--- config.mk ---
export PLATFORM = sky130hd
export DESIGN_NAME = shift_seq_ctrl
export DESIGN_NICKNAME = d
export VERILOG_FILES = /design/src/rtl/shift_seq_ctrl_pkg.sv /design/src/rtl/shift_seq_ctrl.sv
export SDC_FILE = /design/constraint.sdc
export NUM_CORES = 1
export LEC_CHECK = 0
export CAP_MARGIN = 25
export CELL_PAD_IN_SITES_DETAIL_PLACEMENT = 1
export CELL_PAD_IN_SITES_GLOBAL_PLACEMENT = 2
export CORE_UTILIZATION = 25
export DETAILED_ROUTE_END_ITERATION = 10
export PLACE_DENSITY = 0.76
export SKIP_CTS_REPAIR_TIMING = 1
export SLEW_MARGIN = 20
export SYNTH_ARGS = -nofsm -noshare
export SYNTH_HDL_FRONTEND = slang
export SYNTH_SLANG_ARGS = --single-unit
--- constraint.sdc ---
create_clock -name CLK -period 1.85 [get_ports CLK]
set_input_delay 0.37 -clock CLK [delete_from_list [all_inputs] [get_ports CLK]]
set_output_delay 0.37 -clock CLK [all_outputs]
set_load 0.005 [all_outputs]
--- src/rtl/shift_seq_ctrl_pkg.sv ---
// Shared definitions for the multi-bit shift sequencer and the ALU shift unit.
package shift_seq_ctrl_pkg;

  typedef enum logic [1:0] {
    IDLE  = 2'd0,
    ISSUE = 2'd1,
    WAIT  = 2'd2,
    DONE  = 2'd3
  } seq_state_t;

  localparam logic [1:0] SHIFT_A_RIGHT = 2'b00;
  localparam logic [1:0] SHIFT_A_LEFT  = 2'b01;
  localparam logic [1:0] SHIFT_B_RIGHT = 2'b10;
  localparam logic [1:0] SHIFT_B_LEFT  = 2'b11;

endpackage

--- src/rtl/shift_seq_ctrl.sv ---
// Drives a one-bit, one-cycle-latency shift unit repeatedly to perform a
// multi-bit logical shift; all outputs are registered.
module shift_seq_ctrl
  import shift_seq_ctrl_pkg::*;
#(
  parameter int WIDTH = 8,
  parameter int CNT_W = 4
) (
  input  logic             CLK,
  input  logic             RST_n,
  input  logic             Cmd_Valid,
  output logic             Cmd_Ready,
  input  logic             Cmd_Dir,
  input  logic [WIDTH-1:0] Cmd_Data,
  input  logic [CNT_W-1:0] Cmd_Count,
  output logic             Shift_Enable,
  output logic [1:0]       Shift_Fun,
  output logic [WIDTH-1:0] Shift_A,
  output logic [WIDTH-1:0] Shift_B,
  input  logic [WIDTH-1:0] Shift_Out,
  input  logic             Shift_Flag,
  output logic [WIDTH-1:0] Res_Data,
  output logic             Res_Valid,
  output logic             Busy
);

  seq_state_t       state_q;
  logic [WIDTH-1:0] work_q;
  logic [CNT_W-1:0] remaining_q;
  logic             dir_q;
  logic             ready_q;
  logic             busy_q;
  logic             shift_en_q;
  logic [1:0]       shift_fun_q;
  logic [WIDTH-1:0] shift_a_q;
  logic [WIDTH-1:0] res_data_q;
  logic             res_valid_q;

  // Outputs are set on the edge that enters a state, so they line up with it.
  always_ff @(posedge CLK or negedge RST_n) begin
    if (!RST_n) begin
      state_q     <= IDLE;
      work_q      <= '0;
      remaining_q <= '0;
      dir_q       <= 1'b0;
      ready_q     <= 1'b1;
      busy_q      <= 1'b0;
      shift_en_q  <= 1'b0;
      shift_fun_q <= SHIFT_A_RIGHT;
      shift_a_q   <= '0;
      res_data_q  <= '0;
      res_valid_q <= 1'b0;
    end else begin
      // Operand bus and enable are idle-low except while issuing.
      shift_en_q  <= 1'b0;
      shift_fun_q <= SHIFT_A_RIGHT;
      shift_a_q   <= '0;
      res_valid_q <= 1'b0;
      case (state_q)
        IDLE: begin
          if (Cmd_Valid) begin
            work_q      <= Cmd_Data;
            remaining_q <= Cmd_Count;
            dir_q       <= Cmd_Dir;
            ready_q     <= 1'b0;
            busy_q      <= 1'b1;
            if (Cmd_Count == '0) begin
              state_q     <= DONE;
              res_valid_q <= 1'b1;
              res_data_q  <= Cmd_Data;
            end else begin
              state_q     <= ISSUE;
              shift_en_q  <= 1'b1;
              shift_fun_q <= {1'b0, Cmd_Dir};
              shift_a_q   <= Cmd_Data;
            end
          end
        end
        ISSUE: state_q <= WAIT;
        WAIT: begin
          if (Shift_Flag) begin
            work_q      <= Shift_Out;
            remaining_q <= remaining_q - 1'b1;
            // A zero operand cannot change further, so stop early.
            if (remaining_q == CNT_W'(1) || Shift_Out == '0) begin
              state_q     <= DONE;
              res_valid_q <= 1'b1;
              res_data_q  <= Shift_Out;
            end else begin
              state_q     <= ISSUE;
              shift_en_q  <= 1'b1;
              shift_fun_q <= {1'b0, dir_q};
              shift_a_q   <= Shift_Out;
            end
          end
        end
        DONE: begin
          state_q <= IDLE;
          ready_q <= 1'b1;
          busy_q  <= 1'b0;
        end
        default: state_q <= IDLE;
      endcase
    end
  end

  assign Cmd_Ready    = ready_q;
  assign Busy         = busy_q;
  assign Shift_Enable = shift_en_q;
  assign Shift_Fun    = shift_fun_q;
  assign Shift_A      = shift_a_q;
  assign Shift_B      = '0;
  assign Res_Data     = res_data_q;
  assign Res_Valid    = res_valid_q;

endmodule
---- Yosys cells after proc, flatten, opt, wreduce, memory -nomap -nowiden ----
Index checks and enable logic that the tools add are counted.
word-level totals
  output and inout bits ................... 30
  register bits after elaboration ......... 29
  input port bits ......................... 25
  logic and storage cells ................. 67
cells by class
  reductions and logical operators ........ 11
  equality and inequality tests ........... 8
  add/sub/neg operators ................... 1
  mux-type cells .......................... 37
operators with widths
  operator                                          count
  two-way mux 8 bit                                 8
  one-hot mux 8 bit (2 select lines)                2
  two-way mux 1 bit                                 14
  one-hot mux 1 bit (2 select lines)                5
  zero test 8 bit                                   1
  two-way mux 2 bit                                 4
  two-way mux 4 bit                                 2
  inequality test 2 bit, second input constant      4
  one-hot mux 2 bit (4 select lines)                1
  one-hot mux 4 bit (2 select lines)                1
  AND reduction 2 bit                               3
  AND reduction 5 bit                               1
  == test 2 bit, second input constant              2
  == test 4 x 1 -> 1 bit, second input constant     1
  zero test 4 bit                                   1
  nonzero test 2 bit                                2
  subtractor 4 x 1 -> 4 bit, second input constant  1
  AND reduction 3 bit                               1
  == test 2 x 1 -> 1 bit, second input constant     1
  zero test 2 bit                                   1
  logical OR 1 bit                                  1

---- Depth between registers and ports, before layout ----
  depth in word-level cells ............... 5
  depth in mapped cells ................... 6
  mapped depth without buffers ............ 5

---- Worst setup path before layout ----
No wires, ideal clock.
  path kind ............................... flip-flop to flip-flop
  from .................................... register state_q[0]
  to ...................................... register res_data_q[0], in the netlist Res_Data[0]
  arrival ................................. 1428 ps
  data required time ...................... 1725 ps
  cell stages (with the launch flop) ...... 5
  setup time .............................. 125 ps
  clock period less this slack ............ 1553 ps
  path buffers ............................ 0
  slack ................................... 297 ps
  cell sequence ........................... dfrtp_1 nor3b_1 nand2_1 o21ai_4 mux2_2
between the ends
  word-level cells in the longest chain between the ends .. 3
  elaborated cells between the ends (all ways) .. 9
  those cells by class .................... eq/ne (5); mux (1); reduce/logical (3)
RTL lines
  element                                                                line                  RTL
  from (decl)                                                            shift_seq_ctrl.sv:27  seq_state_t state_q;
  from (signal assigned)                                                 shift_seq_ctrl.sv:42  state_q <= IDLE;
  from (signal assigned)                                                 shift_seq_ctrl.sv:68  state_q <= DONE;
  from (signal assigned)                                                 shift_seq_ctrl.sv:72  state_q <= ISSUE;
  == test 2 bit or zero test 2 bit (tied branches)                       --
  inequality test 2 bit (no line) or nonzero test 2 bit (tied branches)  --
  AND reduction 5 bit (no line)                                          --
  to (signal assigned)                                                   shift_seq_ctrl.sv:70  res_data_q <= Cmd_Data;
  to (signal assigned)                                                   shift_seq_ctrl.sv:88  res_data_q <= Shift_Out;
  to (decl)                                                              shift_seq_ctrl.sv:36  logic [WIDTH-1:0] res_data_q;
Several ways; a longest one is shown, not always the timed one.
A chain may end at the register's enable or synchronous reset.

---- Final worst setup path ----
  from .................................... input port Shift_Out[0]
  to ...................................... register res_data_q[7], in the netlist Res_Data[7]
between the ends
  word-level cells in the longest chain between the ends .. 4
RTL lines
  element                          line                  RTL
  from (decl)                      shift_seq_ctrl.sv:20  input logic [WIDTH-1:0] Shift_Out,
  zero test 8 bit                  shift_seq_ctrl.sv:85  if (remaining_q == CNT_W'(1) || Shift_Out == '0) begin
  logical OR 1 bit                 shift_seq_ctrl.sv:85
  inequality test 2 bit (no line)  --
  AND reduction 5 bit (no line)    --
No other way between the ends.

==> metrics.txt <==
outcome=finished clean; Detailed Routing Iterations Pass 1=4; setup TNS=0 ps; post-synth top area share=49.2%; CP startpoint kind=input port; Nets=224; sequential area share after synthesis=51.1%; # rows=26; number of max-slew violations in the final report=0; area grow syn2layout=50.2%; die area=0.00579 sq mm; DPL Wire Length=3120 microns; Bufs on Longest Clock Path=2; met2 GRT Util=24.5%; core footprint=0.00520 sq mm; reg2reg start=remaining_q[0]; synthesized area=0.00137 sq mm; vias per cell=4.44; Synth area leaders=dfrtp_1, nand2_1, mux2_2; minimum clock period=1820 ps; initial antenna violation count=0; worst skew pair latency=280 ps; fin cells=266; clock skew=1.83 ps; Required @ worst endpoint=2020 ps; CTS tree=built; met3 Track Usage GR=2.04%; Netlist cell types=30; largest net degree at the start of global routing=29; synth warn=0; R2R depth=4; post-synthesis register bit count=28; fmax=0.549 GHz; Post-synth top flop=dfrtp_1; overall global routing resource usage=13.9%; routability cong.=0.848; Placed Area=0.00199 sq mm; GRT overflow=0; Leak=0.937 nW; final antenna-violating net count=0; RSZ-0062 raised after global routing=yes; Initial Util=26.4%; clock root cell=clkbuf_8; overall die width=76.1 microns; H-tree depth=1; layer with the highest usage=met2; number of global-route vias before repair=1219; Post-synth EDFFs=0; first-pass GRT wire length=6150 microns; # DRC=0; max cap viols=0; PortBufs=45; Post-Route WL=3940 microns; Final Instance Area=0.00206 sq mm; R2R setup slack=150 ps; Synth top cells by count=nand2_1, dfrtp_1, a22o_1, buf_4, mux2_2; die height=76.1 microns; Mapped Cells=133; Crit. End Element=flop; Setup violations, final=0; most frequent cell after synthesis=nand2_1; Max FO, Critical Path=5; reg2reg end=Shift_A[4]; Final Hold Fails=0; crit path DAT=1990 ps; initial drt markers=26; layout cells sized above 1=21.4%; critical path type=in2reg; total power draw=0.00270 W; clk slew on worst S/H paths=100 ps; Util after Layout=39.6%; async set-reset flop share out of synthesis=100%; Tcrit/Tclk final=98.4%; met1 Use GR=16.2%; Num Clock Sinks=28; Syn Area/Cell=10.3 sq um; Max IR drop VDD=0.377 mV; Top Ports=55; post-DR wirelength/cell=14.8 microns; type of the tightest min-delay check=in2async; Inserted Diodes=0; total CTS buffers=3; post-placement cell count=261; Vias=1182; biggest area consumer among synthesized cells=dfrtp_1; pwr/cell area=1310 mW/mm^2
## layout make-up
cell class / count / area [sq um]
inverter: 5 / 18.8
tap: 70 / 87.6
clock buffer: 4 / 45.0
sequential: 28 / 702
multi-input combinational: 96 / 623
timing repair buffer: 63 / 586
fill: 615 / 3140
## worst max-delay path by stage
stage                       from  slack, ps          end  cells after the start
finish              Shift_Out[0]         30  Res_Data[7]                      5
global route        Shift_Out[0]        -30  Res_Data[3]                      5
CTS                 Shift_Out[2]        -30  Res_Data[6]                      5
detailed placement  Shift_Out[2]       -340  Res_Data[6]                      5
global placement    Shift_Out[2]       -340  Res_Data[2]                      5
floorplan             state_q[0]        300  Res_Data[0]                      4
## cell families after synthesis
family                   Yosys count  share of synthesized area, %
AND/OR/NAND/NOR                   47                          16.9
multiplexers                      10                          8.11
adder cells (fa/ha/maj)            2                          1.82
other                              1                         0.273
flip-flops                        28                          51.1
AO/OA/AOI/OAI                     27                          14.0
buffers and inverters             18                          7.75
## through the flow
step	worst slack [ps]	hold WS, ps
after floorplan	297	74.4
after global placement	-335	481
after detailed placement	-336	501
after CTS	-25.3	491
after global routing	-34.5	510
final	29.7	472
## layer usage
metal  vias up  share of wire (%)
met5         -                  0
li1        569                  -
met2        34                 52
met3         4                3.9
met1       575                 42
met4         0                1.4
## flip-flops by register name, indices dropped and copies added (netlist names)
| register | count |
|---|---|
| Res_Data | 8 |
| Res_Valid | 1 |
| dir_q | 1 |
| remaining_q | 4 |
| Cmd_Ready | 1 |
| Shift_Enable | 1 |
| state_q | 2 |
| Shift_A | 8 |
| Busy | 1 |
| Shift_Fun | 1 |
## cells in the final DEF, fill, tap and decap left out, types with 3 or more instances in the layout
| cell type | n |
|---|---|
| a21oi_1 | 7 |
| a22o_1 | 9 |
| buf_4 | 18 |
| clkbuf_8 | 3 |
| clkdlybuf4s50_1 | 45 |
| conb_1 | 9 |
| dfrtp_1 | 27 |
| inv_1 | 5 |
| mux2_2 | 9 |
| nand2_1 | 28 |
| nor2_1 | 6 |
| o21ai_0 | 5 |
## worst max-delay path: stages
cell	delay [ps]
clkdlybuf4s50_1	450
nor4_2	320
a22oi_2	190
o21ai_4	280
mux2_2	370
## power by group
group	leakage (nW)	internal, W	total [W]	switching [W]
combinational	0.561	0.000745	0.00131	0.000561
clock	0.0228	0.000155	0.000354	0.000199
sequential	0.353	0.000872	0.00104	0.000164
Note: power is estimated with default switching activity, not from simulation.
